[config.mk]
export PLATFORM = sky130hd
export DESIGN_NAME = inst_fetch32
export DESIGN_NICKNAME = d
export VERILOG_FILES = /design/src/rtl/inst_fetch32.sv
export SDC_FILE = /design/constraint.sdc
export NUM_CORES = 1
export LEC_CHECK = 0
export ABC_AREA = 1
export BUFFER_PORTS_ARGS = -buffer_cell sky130_fd_sc_hd__buf_2
export CORE_UTILIZATION = 53
export CTS_CLUSTER_SIZE = 28
export DETAILED_ROUTE_END_ITERATION = 16
export PLACE_DENSITY_LB_ADDON = 0.12
export SLEW_MARGIN = 20
export SYNTH_ARGS = -nofsm -noshare
export SYNTH_HDL_FRONTEND = slang
export SYNTH_SLANG_ARGS = --single-unit
[constraint.sdc]
create_clock -name clk -period 3.05 [get_ports clk]
set_input_delay 0.61 -clock clk [delete_from_list [all_inputs] [get_ports clk]]
set_output_delay 0.61 -clock clk [all_outputs]
set_load 0.02 [all_outputs]
[src/rtl/inst_fetch32.sv]
// Instruction fetch front end: fetch PC, combinational imem access and a
// 2-entry FIFO prefetch buffer drained by decode through valid/ready.
module inst_fetch32 #(
  parameter int unsigned     N         = 32,
  parameter logic [N-1:0]    RESET_PC  = '0,
  parameter int unsigned     ADDR_STEP = 4
) (
  input  logic         clk,
  input  logic         rst,
  output logic [N-1:0] imem_addr,
  input  logic [N-1:0] imem_inst,
  output logic         out_valid,
  input  logic         out_ready,
  output logic [N-1:0] out_pc,
  output logic [N-1:0] out_inst,
  input  logic         redirect_valid,
  input  logic [N-1:0] redirect_pc,
  output logic [1:0]   buf_level
);

  typedef enum logic [1:0] {
    EMPTY = 2'd0,
    ONE   = 2'd1,
    FULL  = 2'd2
  } level_t;

  localparam logic [N-1:0] STEP  = N'(ADDR_STEP);
  localparam logic [N-1:0] ALIGN = ~(STEP - N'(1));

  level_t       level, level_n;
  logic [N-1:0] fetch_pc, fetch_pc_n;
  logic [N-1:0] head_pc, head_pc_n, head_inst, head_inst_n;
  logic [N-1:0] tail_pc, tail_pc_n, tail_inst, tail_inst_n;
  logic         pop, push;

  assign imem_addr = fetch_pc;
  assign out_valid = (level != EMPTY);
  assign out_pc    = head_pc;
  assign out_inst  = head_inst;
  assign buf_level = level;

  assign pop  = (level != EMPTY) & out_ready;
  assign push = ~redirect_valid & ((level != FULL) | pop);

  always_ff @(posedge clk) begin
    if (rst) begin
      level     <= EMPTY;
      fetch_pc  <= RESET_PC;
      head_pc   <= '0;
      head_inst <= '0;
      tail_pc   <= '0;
      tail_inst <= '0;
    end else begin
      level     <= level_n;
      fetch_pc  <= fetch_pc_n;
      head_pc   <= head_pc_n;
      head_inst <= head_inst_n;
      tail_pc   <= tail_pc_n;
      tail_inst <= tail_inst_n;
    end
  end

  always_comb begin
    level_n     = level;
    fetch_pc_n  = fetch_pc;
    head_pc_n   = head_pc;
    head_inst_n = head_inst;
    tail_pc_n   = tail_pc;
    tail_inst_n = tail_inst;
    if (redirect_valid) begin
      // Flush only drops the level; stale head values stay visible but invalid.
      level_n    = EMPTY;
      fetch_pc_n = redirect_pc & ALIGN;
    end else begin
      if (push) fetch_pc_n = fetch_pc + STEP;
      unique case (level)
        EMPTY: begin
          if (push) begin
            head_pc_n   = fetch_pc;
            head_inst_n = imem_inst;
            level_n     = ONE;
          end
        end
        ONE: begin
          if (push && pop) begin
            head_pc_n   = fetch_pc;
            head_inst_n = imem_inst;
          end else if (push) begin
            tail_pc_n   = fetch_pc;
            tail_inst_n = imem_inst;
            level_n     = FULL;
          end else if (pop) begin
            level_n = EMPTY;
          end
        end
        FULL: begin
          // At full, a pop always coincides with a push, so the level holds.
          if (pop) begin
            head_pc_n   = tail_pc;
            head_inst_n = tail_inst;
            tail_pc_n   = fetch_pc;
            tail_inst_n = imem_inst;
          end
        end
        default: level_n = EMPTY;
      endcase
    end
  end

endmodule
[After elaboration in Yosys (flattened, before gate mapping)]
Cells that the tools add are included.
Word-level totals
  bits in latches: 0
  word-level logic and storage cells: 53
  memory bits (writable): 0
  bits of input ports: 68
  flip-flop bits (word level): 162
  ROM bits: 0
  output and inout bits: 99
  memories kept: 0
Operators by class
  multipliers: 0
  magnitude comparators: 0
  equal/unequal tests: 9
  add/sub/neg operators: 1
  shift operators: 0
  multiplexer cells: 21
  div/mod/pow operators: 0
  bitwise gates (word level): 5
  reduce and logical (&&, ||, !) cells: 10
Operator list (number)
  32-bit two-way mux: 12
  32-bit one-hot mux with 3 select lines: 2
  32-bit one-hot mux with 2 select lines: 2
  32-bit by 3-bit adder with 32-bit output (second input constant): 1
  2-bit inequality test (second input constant): 6
  5-bit AND reduction: 2
  2-bit two-way mux: 4
  2-bit one-hot mux with 3 select lines: 1
  2-bit nonzero test: 3
  4-bit AND reduction: 1
  3-bit inequality test (second input constant): 1
  3-bit nonzero test: 1
  1-bit bitwise AND: 2
  2-bit by 1-bit == test with 1-bit output (second input constant): 1
  2-bit == test (second input constant): 1
  2-bit zero test: 1
  1-bit inverter: 2
  2-bit OR reduction: 1
  1-bit logical AND: 1
  1-bit OR: 1

[Longest topological paths before layout]
Gate-level depths: netlist of run 1.
  word-level depth: 7
  depth in mapped cells: 10
  gate-level depth less buffers: 9

[Worst setup path after synthesis of run 1]
Ideal clock, no wire load.
  path kind: flip-flop to flip-flop
  start: reg fetch_pc[3], in the netlist imem_addr[3]
  end: reg fetch_pc[22], in the netlist imem_addr[22]
  required time: 2.935 ns
  data arrival time: 1.525 ns
  slack: 1.411 ns
  period minus slack after synthesis: 1.639 ns
  stages on the path, launching flop included: 10
  setup time: 0.115 ns
  path buffers: 0
  cell sequence: dfxtp_1 -> ha_1 -> nand2_1 -> nor2_4 -> nand3_2 -> nor2_2 -> nand3_1 -> nand2_1 -> nand3_1 -> and2_1
On the way
  longest elaborated chain between the ends: 3
RTL lines
  from (decl): RTL line 31  | logic [N-1:0] fetch_pc, fetch_pc_n;
  from (signal assigned): RTL line 55  | fetch_pc <= fetch_pc_n;
  32-bit by 3-bit adder with 32-bit output: RTL line 75  | if (push) fetch_pc_n = fetch_pc + STEP;
  32-bit two-way mux: RTL line 75
  32-bit two-way mux: RTL line 70  | if (redirect_valid) begin
Every way passes these cells. The select of a mux whose other input is x is not followed.
A chain may end at the register's enable or synchronous reset.

[Worst setup path after layout of run 1]
  start: reg level[0], in the netlist buf_level[0]
  end: reg tail_pc[31]
On the way
  longest elaborated chain between the ends: 7
  elaborated cells on any way between the ends: 14
  classes of those cells: eq/ne: 6; mux: 1; bitwise: 3; reduce/logical: 4
RTL lines
  from (decl): RTL line 30  | level_t level, level_n;
  from (signal assigned): RTL line 54  | level <= level_n;
  2-bit nonzero test: RTL line 42  | assign pop = (level != EMPTY) & out_ready;
  1-bit bitwise AND: RTL line 42
  1-bit OR: RTL line 43  | assign push = ~redirect_valid & ((level != FULL) | pop);
  1-bit bitwise AND: RTL line 43
  1-bit logical AND: RTL line 85  | if (push && pop) begin
  2-bit inequality test (no source line)
  5-bit AND reduction (no source line)
  to (signal assigned): RTL line 58  | tail_pc <= tail_pc_n;
  to (decl): RTL line 33  | logic [N-1:0] tail_pc, tail_pc_n, tail_inst, tail_inst_n;
Parallel ways exist; a longest one is shown, timed or not.

==> results.yml, run 1 <==
routing:
  detail_route.wl_per_cell_um: 14.6
  antenna_left: 0
  first_pass_iters: 5
  viasPerCell: 5.32
  drt-initial-drc-count: 592
  drc_errors: 0
  dr_total_vias: 7161
  drt_wl_total_um: 19700
sta:
  rsz0062_at_grt: "no"
  min_period_ns: 2.02
  hold_ws_ns: 0.439
  worst_pin_slew_ns: 1.04
  max_freq_mhz: 495
  tns_ns: 0
  finalClockSkew_ns: 0.00511
  finalSetupViolations: 0
  final.period_utilization: 0.663
  setup_ws_ns: 1.03
  slew_viol_final: 0
  relSlewSlack: 0.309
  final-hold-violation-count: 0
placed_design:
  gp_congestion: 0.939
  io_buffers: 160
  place_hpwl_um: 13000
  place_ws_ns: 0.778
  placed_cells: 1315
pwr:
  leakage_nw: 3.61
  ir_drop_v: 0.000305
  power_mw: 4.98
  powerDensity_nw_per_um2: 572
floorplan:
  chipWidth_um: 119
  rows: 42
  core_area_um2: 13300
  die_h_um: 119
  start_util: 0.548
  io-pin-count: 167
  dieArea_um2: 14300
logic_synthesis:
  yosys_warnings: 0
  syn_area_um2: 7310
  synth_area_per_cell_um2: 7.06
  ys_ff_latch: 156
  ys_seq_area_frac: 0.427
  ys_top_cells_by_area: "dfxtp_1 43%, nand2_1 12%, a21oi_1 8.9%, o21ai_0 8.2%, nand3_1 6.2%"
  synth_top_area_frac: 0.427
  yosysTopAreaCell: "dfxtp_1"
  syn_inst: 1036
  yosys.cell_types.count: 34
grt:
  antenna_found_initial: 0
  grt_max_degree: 90
  grt.overflow.total: 0
  grt_use_total: 0.280
  grt_pass1_wl_um: 31800
  grt_pass1_vias: 6352
hold_path:
  worstHoldStart: "redirect_pc[5]"
  holdPathEnd: "imem_addr[5]$_SDFFE_PP0P_"
  hold_path_class: "primary input to flop"
  min_delay_path_depth: 3
clock_tree:
  cts_setup_buffers: 0
  cts-htree-levels: 4
  clock_tree.root_cell: "clkbuf_16"
  numCtsBuffers: 17
  clk_pin_slew_ns: 0.06
  clk_latency_ns: 0.43
  ctsHoldBuffers: 0
  clk_path_buf_depth: 2
  cts-resized-gates: 0
  cts.sinks: 156
  cts_tree: "built"
job:
  drv_cap: 0
final_layout:
  nNetsFinal: 1227
  instances_no_fill: 1346
  diodes: 0
  drive_gt1_frac: 0.208
  syn_to_final_growth_pct: 19.1
setup_path:
  start_kind: "flop"
  arrival_ns: 2.33
  end_kind: "flop"
  crit_type: "flop to flop"
  crit_fanout: 50
  regToRegEndpoint: "tail_pc[31]$_SDFFE_PP0P_"
  required_ns: 3.36
  reg2reg_depth: 7
  startpoint: "buf_level[0]$_SDFFE_PP0P_"
  reg2reg_setup_slack_ns: 1.03
  reg2reg_from: "buf_level[0]$_SDFFE_PP0P_"
status:
  outcome: "complete, no violations"
==> state kept, by name (all words and copies together), names as in the netlist <==
register,flops
tail_pc,30
out_inst,32
out_pc,30
buf_level,2
imem_addr,30
tail_inst,32
==> where the power goes <==
part | total (mW) | internal, mW | switching [mW]
Sequential | 2.22 | 2.14 | 0.0864
Clock | 2.20 | 1.39 | 0.804
Combinational | 0.560 | 0.202 | 0.359
Total | 4.98 | 3.73 | 1.25
==> cells in the mapped netlist, drive strengths merged <==
cell / number
a22o: 6
a221oi: 2
and2: 2
a21oi: 130
a21boi: 1
o221ai: 1
ha: 1
nand2: 233
dfxtp: 156
or2: 1
nor3: 2
conb: 1
nor2: 95
nand3: 91
buf: 45
o21ai: 123
inv: 82
mux2: 16
nand4: 2
a31oi: 10
clkbuf: 28
xnor2: 2
xor2: 6
==> critical path, stage by stage (launching register included) <==
cell     delay [ns]
dfxtp_1        0.44
inv_2          0.10
nand2_4        0.32
o21ai_2        0.11
nand2_4        0.39
inv_2          0.26
o21ai_0        0.22
a21oi_1        0.05
==> final cells by class <==
class,count,area [um2]
clock buffers,26,509
clock inverters,5,105
well taps,176,220
inverters,82,308
repair buffers,173,923
flip-flops and latches,156,3120
fillers,1268,4640
multi-input cells,728,3520
==> cells by family (layout without fill, tap and decap cells) <==
logic type | after synthesis | in the layout | synth area share
AND/OR/NAND/NOR | 426 | 426 | 0.246
XOR/XNOR | 8 | 8 | 0.00958
multiplexers | 16 | 16 | 0.0246
buffers and inverters | 155 | 286 | 0.0958
flip-flops | 156 | 156 | 0.427
adder cells (fa/ha/maj) | 1 | 1 | 0.00171
other | 1 | 4 | 0.000513
AO/OA/AOI/OAI | 273 | 273 | 0.195
==> worst max-delay path by stage <==
stage                                       to  slack, ns  cells after the start
floorplan           imem_addr[22]$_SDFFE_PP0P_       1.41                      9
global placement    imem_addr[22]$_SDFFE_PP0P_       0.78                      7
detailed placement  imem_addr[22]$_SDFFE_PP0P_       0.78                      7
CTS                   tail_pc[31]$_SDFFE_PP0P_       1.01                      7
global route          tail_pc[31]$_SDFFE_PP0P_       0.83                      7
finish                tail_pc[31]$_SDFFE_PP0P_       1.03                      7
==> layout by cell type (no fill, tap or decap), types with 3 or more instances in the layout <==
cell type	synthesis	routed
buf_2	16	160
nand2_2	6	5
dfxtp_1	156	156
nor2_1	82	82
mux2_2	16	16
bufinv_16	0	3
clkbuf_1	27	4
nor2_2	9	9
xor2_1	6	6
clkbuf_16	0	17
nor2_4	4	4
a21oi_1	130	130
conb_1	1	4
a31oi_1	10	10
a22o_1	6	6
inv_2	3	3
buf_4	14	11
o21ai_0	120	120
inv_1	79	79
nand2_1	227	226
nand3_1	90	90
clkbuf_8	0	5
==> metal layers <==
layer	part of all wire	GRT usage	up-vias	routed length, um
li1	-	-	3636	-
met1	0.47	0.390	3251	9170
met2	0.45	0.434	247	8780
met3	0.070	0.0580	27	1380
met4	0.017	0.0875	0	335
met5	0	0	-	0
==> stage by stage <==
stage,utilization,area [um2]
2_1_floorplan,-,7320
3_3_place_gp,0.606,8100
3_5_place_dp,0.606,8100
4_1_cts,0.653,8710
5_1_grt,0.653,8710
6_report,0.653,8710
Note: power is estimated with default switching activity, not from simulation.
==> run 2, diff against run 1 <==
==> constraint.sdc (replaced) <==
create_clock -name clk -period 1.98 [get_ports clk]
set_input_delay 0.396 -clock clk [delete_from_list [all_inputs] [get_ports clk]]
set_output_delay 0.396 -clock clk [all_outputs]
set_load 0.02 [all_outputs]
==> results.yml, run 2 (same netlist as run 1, synthesis figures left out) <==
status:
  outcome: "complete, no violations"
placed_design:
  place_hpwl_um: 13500
  gp_congestion: 0.949
  io_buffers: 160
floorplan:
  rows: 42
  io-pin-count: 167
  start_util: 0.548
  chipWidth_um: 119
  core_area_um2: 13300
  dieArea_um2: 14300
  die_h_um: 119
sta:
  final-hold-violation-count: 0
  max_freq_mhz: 552
  finalSetupViolations: 0
  hold_ws_ns: 0.249
  min_period_ns: 1.81
  slew_viol_final: 0
  relSlewSlack: 0.515
  final.period_utilization: 0.915
  rsz0062_at_grt: "no"
  finalClockSkew_ns: 0.00746
  worst_pin_slew_ns: 0.727
  tns_ns: 0
final_layout:
  nNetsFinal: 1245
  fill_cells: 1269
  final_common_cell: "nand2_1"
  syn_to_final_growth_pct: 20.2
  drive_gt1_frac: 0.221
  final_core_util: 0.659
  multi_input_area_um2: 3520
  mostFrequentLayoutCells: "226 x nand2_1, 160 x buf_2, 156 x dfxtp_1, 130 x a21oi_1, 120 x o21ai_0"
  regArea_um2: 3120
  diodes: 0
setup_path:
  required_ns: 2.25
  arrival_ns: 2.08
  crit_fanout: 7
  startpoint: "imem_addr[3]$_SDFFE_PP0P_"
  crit_type: "flop to flop"
  start_kind: "flop"
  end_kind: "flop"
  reg2reg_depth: 8
  reg2reg_from: "imem_addr[3]$_SDFFE_PP0P_"
clock_tree:
  clock_tree.root_cell: "clkbuf_16"
  cts_setup_buffers: 0
  clk_latency_ns: 0.41
  cts-htree-levels: 4
  clk_path_buf_depth: 2
  clk_pin_slew_ns: 0.06
  cts-resized-gates: 0
  cts_tree: "built"
  ctsHoldBuffers: 0
  cts.sinks: 156
  numCtsBuffers: 17
routing:
  dr_total_vias: 7212
  drt_wl_total_um: 19800
  antenna_left: 0
  detail_route.wl_per_cell_um: 14.5
  first_pass_iters: 5
  viasPerCell: 5.29
  drt-initial-drc-count: 599
  drc_errors: 0
pwr:
  ir_drop_v: 0.000578
  powerDensity_nw_per_um2: 838
  leakage_nw: 3.67
grt:
  grt_use_total: 0.280
  grt_pass1_wl_um: 31600
  grt_max_degree: 94
  antenna_found_initial: 0
  grt.overflow.total: 0
  grt_pass1_vias: 6207
job:
  drv_cap: 0
hold_path:
  hold_path_class: "primary input to flop"
  worstHoldStart: "redirect_pc[5]"
  min_delay_path_depth: 3
[run 2: cell types whose count changed in the layout (fill, tap and decap cells not counted)]
| cell | previous run | this run |
|---|---|---|
| clkinv_4 | 0 | 1 |
| buf_4 | 11 | 28 |
| clkbuf_8 | 5 | 2 |
| clkinvlp_4 | 2 | 3 |
| buf_12 | 2 | 3 |
| clkinv_2 | 0 | 2 |
| bufinv_16 | 3 | 1 |
| clkbuf_1 | 4 | 2 |
| inv_6 | 0 | 2 |
[run 2: layout make-up]
| class | instances | area share |
|---|---|---|
| Inverter | 82 | 0.0350 |
| Sequential cell | 156 | 0.355 |
| Clock buffer | 21 | 0.0524 |
| Clock inverter | 9 | 0.0101 |
| Timing Repair Buffer | 191 | 0.122 |
| Tap cell | 176 | 0.0250 |
| Multi-Input combinational cell | 728 | 0.400 |
[run 2: worst max-delay path, cell delays in order (launching register included)]
cell     delay (ns)
dfxtp_1        0.48
ha_1           0.27
nand2_1        0.12
nor2_4         0.19
nand2_2        0.10
nor2_2         0.22
nand3_1        0.10
nand3_1        0.10
a21oi_1        0.07
[run 2: per-layer routing]
layer | track usage | wire length, um | vias to the layer above
met5 | 0 | 0 | -
met4 | 0.0781 | 229 | 0
met3 | 0.0556 | 1340 | 17
met2 | 0.416 | 8890 | 230
met1 | 0.408 | 9300 | 3296
li1 | - | - | 3669
[run 2: power breakdown]
part	total (mW)	leakage, nW	internal (mW)	switching, mW
Combinational	0.915	2.14	0.333	0.582
Sequential	3.40	1.27	3.29	0.112
Clock	3.06	0.262	1.79	1.27
Total	7.37	3.67	5.41	1.96
[run 2: worst paths after layout]
kind / endpoint / slack [ns]
worst max-delay path: imem_addr[26]$_SDFFE_PP0P_ / 0.17
worst min-delay path: imem_addr[5]$_SDFFE_PP0P_ / 0.25
worst max register to register: imem_addr[26]$_SDFFE_PP0P_ / 0.17
worst min register to register: tail_inst[22]$_SDFFE_PP0P_ / 0.45
[run 2: metrics by stage]
stage	total power [mW]	instances	worst slack [ns]	area [um2]
global placement	4.36	1333	0.159	8240
CTS	7.41	1363	0.186	8790
global route	7.68	1363	0.0202	8790
floorplan	4.05	1039	0.341	7320
finish	7.37	1363	0.169	8790
detailed placement	4.38	1333	0.133	8240
